--- src/rtl/tmds_encoder_x3.sv ---
// Three-channel TMDS 8b/10b encoder with a fixed clock-channel pattern.
// Stage 1: transition minimisation. Stage 2: DC balance or control codes.
// Optional macro TMDS_INPUT_REG_EN adds an input register (latency 3 instead of 2).
module tmds_encoder_x3 (
  input  logic        clk,
  input  logic        reset,
  input  logic        de,
  input  logic        hsync,
  input  logic        vsync,
  input  logic [7:0]  pix_r,
  input  logic [7:0]  pix_g,
  input  logic [7:0]  pix_b,
  output logic [39:0] data_o
);

  localparam logic [9:0] CLK_PATTERN = 10'b0000011111;
  localparam logic [9:0] CTRL_00     = 10'b1101010100;
  localparam logic [9:0] CTRL_01     = 10'b0010101011;
  localparam logic [9:0] CTRL_10     = 10'b0101010100;
  localparam logic [9:0] CTRL_11     = 10'b1010101011;

  // Stage-1 input view; channel 0 = blue, 1 = green, 2 = red
  logic       s0_de, s0_hs, s0_vs;
  logic [7:0] s0_pix [3];

`ifdef TMDS_INPUT_REG_EN
  logic       in_de_q, in_hs_q, in_vs_q;
  logic [7:0] in_pix_q [3];

  // Optional input register ahead of stage 1
  always_ff @(posedge clk) begin
    if (reset) begin
      in_de_q <= 1'b0;
      in_hs_q <= 1'b0;
      in_vs_q <= 1'b0;
      for (int unsigned ch = 0; ch < 3; ch++) in_pix_q[ch] <= '0;
    end else begin
      in_de_q     <= de;
      in_hs_q     <= hsync;
      in_vs_q     <= vsync;
      in_pix_q[0] <= pix_b;
      in_pix_q[1] <= pix_g;
      in_pix_q[2] <= pix_r;
    end
  end

  // Stage 1 is fed from the input register
  always_comb begin
    s0_de = in_de_q;
    s0_hs = in_hs_q;
    s0_vs = in_vs_q;
    for (int unsigned ch = 0; ch < 3; ch++) s0_pix[ch] = in_pix_q[ch];
  end
`else
  // Stage 1 is fed straight from the ports
  always_comb begin
    s0_de     = de;
    s0_hs     = hsync;
    s0_vs     = vsync;
    s0_pix[0] = pix_b;
    s0_pix[1] = pix_g;
    s0_pix[2] = pix_r;
  end
`endif

  function automatic logic [3:0] popcnt8(input logic [7:0] d);
    logic [3:0] n;
    n = '0;
    for (int unsigned i = 0; i < 8; i++) n = n + {3'b000, d[i]};
    return n;
  endfunction

  function automatic logic [8:0] tm_encode(input logic [7:0] d);
    logic [8:0] q;
    logic [3:0] n1;
    logic       use_xnor;
    n1       = popcnt8(d);
    use_xnor = (n1 > 4'd4) || ((n1 == 4'd4) && !d[0]);
    q        = '0;
    q[0]     = d[0];
    for (int unsigned i = 1; i < 8; i++)
      q[i] = use_xnor ? ~(q[i-1] ^ d[i]) : (q[i-1] ^ d[i]);
    q[8] = ~use_xnor;
    return q;
  endfunction

  // Returns {next cnt, symbol}; intermediate sums may wrap but the result stays in -10..+10
  function automatic logic [14:0] dc_balance(input logic [8:0] qm, input logic [3:0] n1,
                                             input logic signed [4:0] cnt);
    logic signed [4:0] n1s, n0s, diff, cnt_n;
    logic [9:0]        sym;
    n1s  = $signed({1'b0, n1});
    n0s  = 5'sd8 - n1s;
    diff = n1s - n0s;
    if ((cnt == 5'sd0) || (n1s == n0s)) begin
      sym   = {~qm[8], qm[8], qm[8] ? qm[7:0] : ~qm[7:0]};
      cnt_n = qm[8] ? (cnt + diff) : (cnt - diff);
    end else if (((cnt > 5'sd0) && (n1s > n0s)) || ((cnt < 5'sd0) && (n0s > n1s))) begin
      sym   = {1'b1, qm[8], ~qm[7:0]};
      cnt_n = cnt + (qm[8] ? 5'sd2 : 5'sd0) - diff;
    end else begin
      sym   = {1'b0, qm[8], qm[7:0]};
      cnt_n = cnt - (qm[8] ? 5'sd0 : 5'sd2) + diff;
    end
    return {cnt_n, sym};
  endfunction

  function automatic logic [9:0] ctrl_code(input logic [1:0] c);
    logic [9:0] s;
    case (c)
      2'b00:   s = CTRL_00;
      2'b01:   s = CTRL_01;
      2'b10:   s = CTRL_10;
      default: s = CTRL_11;
    endcase
    return s;
  endfunction

  logic [8:0] qm_d [3];
  logic [8:0] qm_q [3];
  logic [3:0] n1_d [3];
  logic [3:0] n1_q [3];
  logic       de_q, hs_q, vs_q;

  // Stage 1 combinational: transition-minimised word and its popcount
  always_comb begin
    for (int unsigned ch = 0; ch < 3; ch++) begin
      qm_d[ch] = tm_encode(s0_pix[ch]);
      n1_d[ch] = popcnt8(qm_d[ch][7:0]);
    end
  end

  // Stage 1 register
  always_ff @(posedge clk) begin
    if (reset) begin
      de_q <= 1'b0;
      hs_q <= 1'b0;
      vs_q <= 1'b0;
      for (int unsigned ch = 0; ch < 3; ch++) begin
        qm_q[ch] <= '0;
        n1_q[ch] <= '0;
      end
    end else begin
      de_q <= s0_de;
      hs_q <= s0_hs;
      vs_q <= s0_vs;
      for (int unsigned ch = 0; ch < 3; ch++) begin
        qm_q[ch] <= qm_d[ch];
        n1_q[ch] <= n1_d[ch];
      end
    end
  end

  logic signed [4:0] cnt_q [3];
  logic signed [4:0] cnt_d [3];
  logic [9:0]        sym_d [3];
  logic [39:0]       data_d, data_q;

  // Stage 2 combinational: DC balance in active video, control codes otherwise
  always_comb begin
    for (int unsigned ch = 0; ch < 3; ch++) begin
      {cnt_d[ch], sym_d[ch]} = dc_balance(qm_q[ch], n1_q[ch], cnt_q[ch]);
    end
    if (!de_q) begin
      for (int unsigned ch = 0; ch < 3; ch++) cnt_d[ch] = '0;
      sym_d[0] = ctrl_code({vs_q, hs_q});
      sym_d[1] = CTRL_00;
      sym_d[2] = CTRL_00;
    end
    data_d = {CLK_PATTERN, sym_d[2], sym_d[1], sym_d[0]};
  end

  // Stage 2 register: output word and running disparity
  always_ff @(posedge clk) begin
    if (reset) begin
      data_q <= '0;
      for (int unsigned ch = 0; ch < 3; ch++) cnt_q[ch] <= '0;
    end else begin
      data_q <= data_d;
      for (int unsigned ch = 0; ch < 3; ch++) cnt_q[ch] <= cnt_d[ch];
    end
  end

  assign data_o = data_q;

endmodule
--- config.mk ---
export PLATFORM = sky130hd
export DESIGN_NAME = tmds_encoder_x3
export DESIGN_NICKNAME = d
export VERILOG_FILES = /design/src/rtl/tmds_encoder_x3.sv
export SDC_FILE = /design/constraint.sdc
export NUM_CORES = 1
export LEC_CHECK = 0
export ABC_AREA = 1
export BUFFER_PORTS_ARGS = -buffer_cell sky130_fd_sc_hd__clkbuf_2
export CAP_MARGIN = 20
export CORE_ASPECT_RATIO = 1.1
export CORE_MARGIN = 5
export CORE_UTILIZATION = 25
export CTS_BUF_LIST = sky130_fd_sc_hd__clkbuf_4
export DETAILED_ROUTE_END_ITERATION = 16
export SYNTH_ARGS = -nofsm -noshare
export SYNTH_HDL_FRONTEND = slang
export SYNTH_SLANG_ARGS = --single-unit
--- constraint.sdc ---
create_clock -name clk -period 16.5 [get_ports clk]
set_clock_uncertainty 0.05 [all_clocks]
set_input_delay 1.65 -clock clk [delete_from_list [all_inputs] [get_ports clk]]
set_output_delay 1.65 -clock clk [all_outputs]
set_load 0.005 [all_outputs]
# [After elaboration in Yosys (flattened, before gate mapping)]
# Memory sizes are Yosys's and may differ from the RTL's.
# Index checks and enable logic that the tools add are counted.
[totals] regBits=43 ram_bits=54 inputBits=29 out_inout_bits=40 word_cells=246 memories=3
[classes] n_addsub=66 n_lt_le_gt_ge=15 eq_ne=8 n_mux=61 bitwise=61 reduce_logical=26
[memory_table] name="qm_q" words=3 width=9 rd=3 rd_clocked_by_memory_dff=0 wr=3 line_no="120" source="logic [8:0] qm_q [3];"
[memory_table] name="cnt_q" words=3 width=5 rd=3 rd_clocked_by_memory_dff=0 wr=3 line_no="154" source="logic signed [4:0] cnt_q [3];"
[memory_table] name="n1_q" words=3 width=4 rd=3 rd_clocked_by_memory_dff=0 wr=3 line_no="122" source="logic [3:0] n1_q [3];"
[op_table] cell="adder 4 x 1 -> 4 bit" n=24
[op_table] cell="2-to-1 mux 10 bit" n=6
[op_table] cell="2-to-1 mux 5 bit" n=12
[op_table] cell="subtractor 5 bit" n=9
[op_table] cell="2-to-1 mux 35 bit" n=1
[op_table] cell="adder 5 bit" n=6
[op_table] cell="> comparator 5 bit" n=6
[op_table] cell="2-to-1 mux 30 bit" n=1
[op_table] cell="case mux 10 bit (3 select lines)" n=1
[op_table] cell="inverter 1 bit" n=28
[op_table] cell="2-to-1 mux 9 bit" n=3
[op_table] cell="adder 3 x 1 -> 4 bit" n=6
[op_table] cell="2-to-1 mux 1 bit" n=24
[op_table] cell="2-to-1 mux 8 bit" n=3
[op_table] cell="inverter 8 bit" n=3
[op_table] cell="bitwise XOR 1 bit" n=21
[op_table] cell="adder 2 x 1 -> 3 bit" n=6
[op_table] cell="adder 5 x 3 -> 5 bit" n=3
[op_table] cell="== test 5 bit" n=3
[op_table] cell="> comparator 5 x 1 -> 1 bit (second input constant)" n=3
[op_table] cell="logical NOT 5 bit" n=3
[op_table] cell="less-than comparator 5 x 1 -> 1 bit (second input constant)" n=3
[op_table] cell="2-to-1 mux 15 bit" n=1
[op_table] cell="subtractor 4 x 4 -> 5 bit (first input constant)" n=3
[op_table] cell="14 further kinds" n=58

# [Depth between registers and ports, before layout]
[depth] depth_word=31 ltp_mapped=27 ltp_nobuf=27

# [Worst setup path after synthesis]
# OpenSTA, ideal clock, no wires.
[synth_timing] kind="input port to flip-flop" from="input pix_g[0]" to="memory n1_q[1][2] (netlist: n1_q[0][6])" setup_ns=0.128 arrival_time_ns=6.950 required_ns=16.322 slack_ns=9.372 cell_stages=21 n_path_buf=0 cell_sequence="inv_1 -> fa_1 -> fa_1 -> fa_1 -> inv_1 -> ha_1 -> fa_1 -> o31ai_2 -> nand3_2 -> xnor2_2 -> fa_1 -> or2_2 -> nand2_1 -> inv_1 -> ha_1 -> fa_1 -> ha_1 -> inv_1 -> fa_1 -> xor2_1 -> nor2_1"
[synth_rtl] element="from (decl)" line_no="11" source="input logic [7:0] pix_g,"
[synth_rtl] element="to (decl)" line_no="122"

==> results_tabular.tex <==
\begin{tabular}{lr}
\hline
Metric & Value \\
\hline
\multicolumn{2}{l}{\textbf{Status}} \\
\quad Outcome & finished clean \\
\multicolumn{2}{l}{\textbf{Routing}} \\
\quad Post-detailed-route count of antenna-violating nets & 0 \\
\quad Via count & 5357 \\
\quad Post-detailed-routing wire length & 14.1 mm \\
\quad Wire length per cell after detailed routing & 10.8 um \\
\quad Number of violations reported at the end of detailed-routing iteration 0 & 180 \\
\quad DRC & 0 \\
\quad Vias per cell & 4.11 \\
\quad Pre-antenna DRT Iters & 5 \\
\multicolumn{2}{l}{\textbf{Critical path}} \\
\quad Critical Path, Cell by Cell & clkbuf\_2 > inv\_1 > fa\_1 > fa\_1 > fa\_1 > inv\_1 > ha\_1 > fa\_1 > o31ai\_2 > nand3\_2 > xnor2\_2 > fa\_1 > or2\_2 > nand2\_1 > inv\_1 > ha\_1 > fa\_1 > ha\_1 > inv\_1 > fa\_1 > xor2\_1 > nor2\_1 \\
\quad Req. time, crit path & 16.81 ns \\
\quad Launch point of the critical path & pix\_g[0] \\
\quad Startpoint types & primary input \\
\quad Kind of end point of the critical path & flop \\
\quad Worst path slowest cell & fa\_1 \\
\quad RR Startpoint & n1\_q[0][5] \\
\quad Type of the worst setup path & in2reg \\
\quad CP most frequent cell & fa\_1 \\
\quad Crit-path max FO & 5 \\
\quad Data arrival time of the worst path & 7.26 ns \\
\quad Biggest cell delay along the critical path & 0.56 ns \\
\multicolumn{2}{l}{\textbf{Clock network}} \\
\quad Clock tree from TritonCTS & built \\
\quad Hold buffer count at cts & 0 \\
\quad Depth of the CTS H-tree & 3 \\
\quad Clock sinks & 88 \\
\quad Worst-skew pair later-pin latency & 0.47 ns \\
\quad Quantity of gates resized following cts & 0 \\
\quad Buffer depth of the longest clock path & 2 \\
\quad Number of clock buffers inserted by TritonCTS & 9 \\
\quad Number of setup buffers added after CTS & 0 \\
\quad Clock-pin slew reported for the worst setup and hold paths after clock tree synthesis & 0.17 ns \\
\quad Cell chosen for the clock root & clkbuf\_4 \\
\multicolumn{2}{l}{\textbf{Placed design}} \\
\quad DP HPWL & 11.8 mm \\
\quad Count of buffers inserted at the top-level ports & 63 \\
\quad Final GP Congestion & 0.838 \\
\quad Worst slack after detailed placement & 9.01 ns \\
\multicolumn{2}{l}{\textbf{Global route}} \\
\quad Number of global-route vias before repair & 5353 \\
\quad Busiest metal layer after global routing & met2 \\
\quad Number of antenna violations at the first check in global routing & 1 \\
\quad Global routing met1 resource utilization & 11.8\% \\
\quad Residual overflow from global routing & 0 \\
\quad Wire length of the first global-routing pass & 24.5 mm \\
\quad Pin count of the biggest net entering global routing & 50 \\
\quad GR Util met2 & 16.5\% \\
\quad GR met3 Demand/Resource & 2.39\% \\
\quad All-Layer GR Usage & 9.59\% \\
\multicolumn{2}{l}{\textbf{Synthesis}} \\
\quad Number of different library cells in the post-synthesis netlist & 43 \\
\quad Commonest register cell after synthesis & dfxtp\_1 \\
\quad Average cell area after synthesis & 7.75 um2 \\
\quad Register area share after synthesis & 25.8\% \\
\quad Mapped Area & 6830 um2 \\
\quad Synthesized instance count & 881 \\
\quad Yosys warning count & 0 \\
\quad Fraction of registers with async set/reset & 0\% \\
\quad Synth Register Bits & 88 \\
\quad EDFF count, synth & 0 \\
\multicolumn{2}{l}{\textbf{Die}} \\
\quad Core Footprint & 27000 um2 \\
\quad Number of placement rows & 63 \\
\quad Initial core utilization & 25.3\% \\
\quad Chip Height & 183 um \\
\quad Die ar. & 30700 um2 \\
\quad Width of the chip & 168 um \\
\quad Number of top-level pins & 69 \\
\multicolumn{2}{l}{\textbf{STA}} \\
\quad Post-route fraction of the period consumed by the critical path & 42.1\% \\
\quad Pins Over Slew Limit & 0 \\
\quad Peak clock frequency supported by timing & 144 MHz \\
\quad Summed negative setup slack over all endpoints & 0 ns \\
\quad Post-route minimum period & 6.95 ns \\
\quad Final Hold Violating Endpoints & 0 \\
\quad Number of endpoints failing setup at the final stage & 0 \\
\quad Worst-margin pin slew & 0.574 ns \\
\quad Slew headroom & 61.7\% \\
\quad RSZ-0062 raised after global routing & no \\
\quad Setup slack of the critical path after layout & 9.55 ns \\
\multicolumn{2}{l}{\textbf{Final layout}} \\
\quad Share of the core filled with cells & 28.3\% \\
\quad Area Growth Syn to Fin & 11.6\% \\
\quad Area of the multi-input gates & 4270 um2 \\
\quad Fill cell count & 2950 \\
\quad Area used by sequential logic in the layout & 1760 um2 \\
\quad Fraction of layout cells with a size suffix above 1 & 13.6\% \\
\quad Post-layout net count & 1081 \\
\multicolumn{2}{l}{\textbf{Worst hold path}} \\
\quad Classification of the worst-slack hold path & reg2reg \\
\quad Launch point of the worst hold path & qm\_q[0][18] \\
\multicolumn{2}{l}{\textbf{Flow run}} \\
\quad Reported max-cap violation count & 0 \\
\hline
\end{tabular}
-- routing by layer --
metal	up-vias	part of all wire (%)
li1	2812	-
met1	2427	45
met2	99	47
met5	-	0
met3	19	5.6
met4	0	1.8
-- cell usage after synthesis (3+ instances only) --
| cell type | count | area, um2 |
|---|---|---|
| inv_1 | 175 | 657 |
| nand2_1 | 158 | 593 |
| dfxtp_1 | 88 | 1760 |
| ha_1 | 76 | 951 |
| nor2_1 | 72 | 270 |
| nand3_1 | 52 | 260 |
| xor2_1 | 40 | 350 |
| fa_1 | 37 | 741 |
| a21oi_1 | 34 | 170 |
| o21ai_0 | 29 | 145 |
| xnor2_1 | 16 | 140 |
| buf_4 | 9 | 67.6 |
| a21oi_2 | 8 | 70.1 |
| a31oi_1 | 8 | 50.1 |
| o21ai_1 | 8 | 40.0 |
| nand2_2 | 7 | 43.8 |
| clkbuf_1 | 6 | 22.5 |
| inv_2 | 5 | 18.8 |
| o211ai_1 | 5 | 37.5 |
| o21ai_2 | 5 | 43.8 |
| nand3_2 | 4 | 40.0 |
| nand3b_1 | 4 | 30.0 |
| xor2_2 | 4 | 65.1 |
| buf_1 | 3 | 11.3 |
| buf_6 | 3 | 33.8 |
| nand2_4 | 3 | 33.8 |
| or2_2 | 3 | 18.8 |
-- flip-flops by register name (all words and copies together), names as in the netlist, named ones only --
| signal | cells |
|---|---|
| cnt_q | 12 |
| n1_q | 12 |
| qm_q | 27 |
| hs_q | 1 |
| de_q | 1 |
| vs_q | 1 |
| data_o | 31 |
-- path summary, 6_finish.rpt --
kind,end,slack [ns],depth (start not counted)
max,n1_q[0][6],9.55,22
min,data_o[20],0.39,1
max reg2reg,cnt_q[0][9],13.08,20
min reg2reg,data_o[20],0.39,1
-- cell usage in the layout, fill, tap and decap left out, types with 7 or more instances in the layout --
cell type  count
ha_1          76
clkbuf_2      63
o21ai_0       29
nand3_1       52
xnor2_1       16
o21ai_1        8
clkbuf_4      10
a21oi_2        8
a31oi_1        8
xor2_1        40
nor2_1        71
a21oi_1       34
nand2_2        7
fa_1          37
inv_1        175
dfxtp_1       88
nand2_1      158
-- final cells by class --
cell class	instances	area share, %
clock inverters	6	0.772
clock buffers	10	0.985
diodes	1	0.0328
flip-flops and latches	88	23.1
well taps	357	5.86
multi-input cells	594	56.0
repair buffers	65	4.33
inverters	181	8.91
-- critical path, delay by kind of cell --
kind | cells | cell delay [ns]
adder cells (fa/ha/maj) | 10 | 3.95
AND/OR/NAND/NOR | 4 | 0.63
XOR/XNOR | 2 | 0.44
buffers and inverters | 5 | 0.34
AO/OA/AOI/OAI | 1 | 0.27
-- kinds of logic (layout without fill, tap and decap cells) --
logic type,after synthesis,after routing,share of synthesized area (%)
adders and majority gates,113,113,24.8
other,1,6,0.0549
AOI/OAI and AO/OA,104,104,9.23
buffers and inverters,203,262,12.0
xor gates and xnor gates,62,62,8.61
DFF,88,88,25.8
and+or+nand+nor,310,310,19.5
-- metrics by stage --
stage               cell area, um2  std cells  hold WS (ns)
finish                        7620       1302         0.389
detailed placement            7480       1285         0.365
global placement              7480       1285         0.365
global route                  7620       1302         0.407
CTS                           7620       1301         0.391
floorplan                     6850        885         0.351
Power is not shown: default switching activity piles up to over one toggle a cycle in this logic, so the estimate is an artifact.
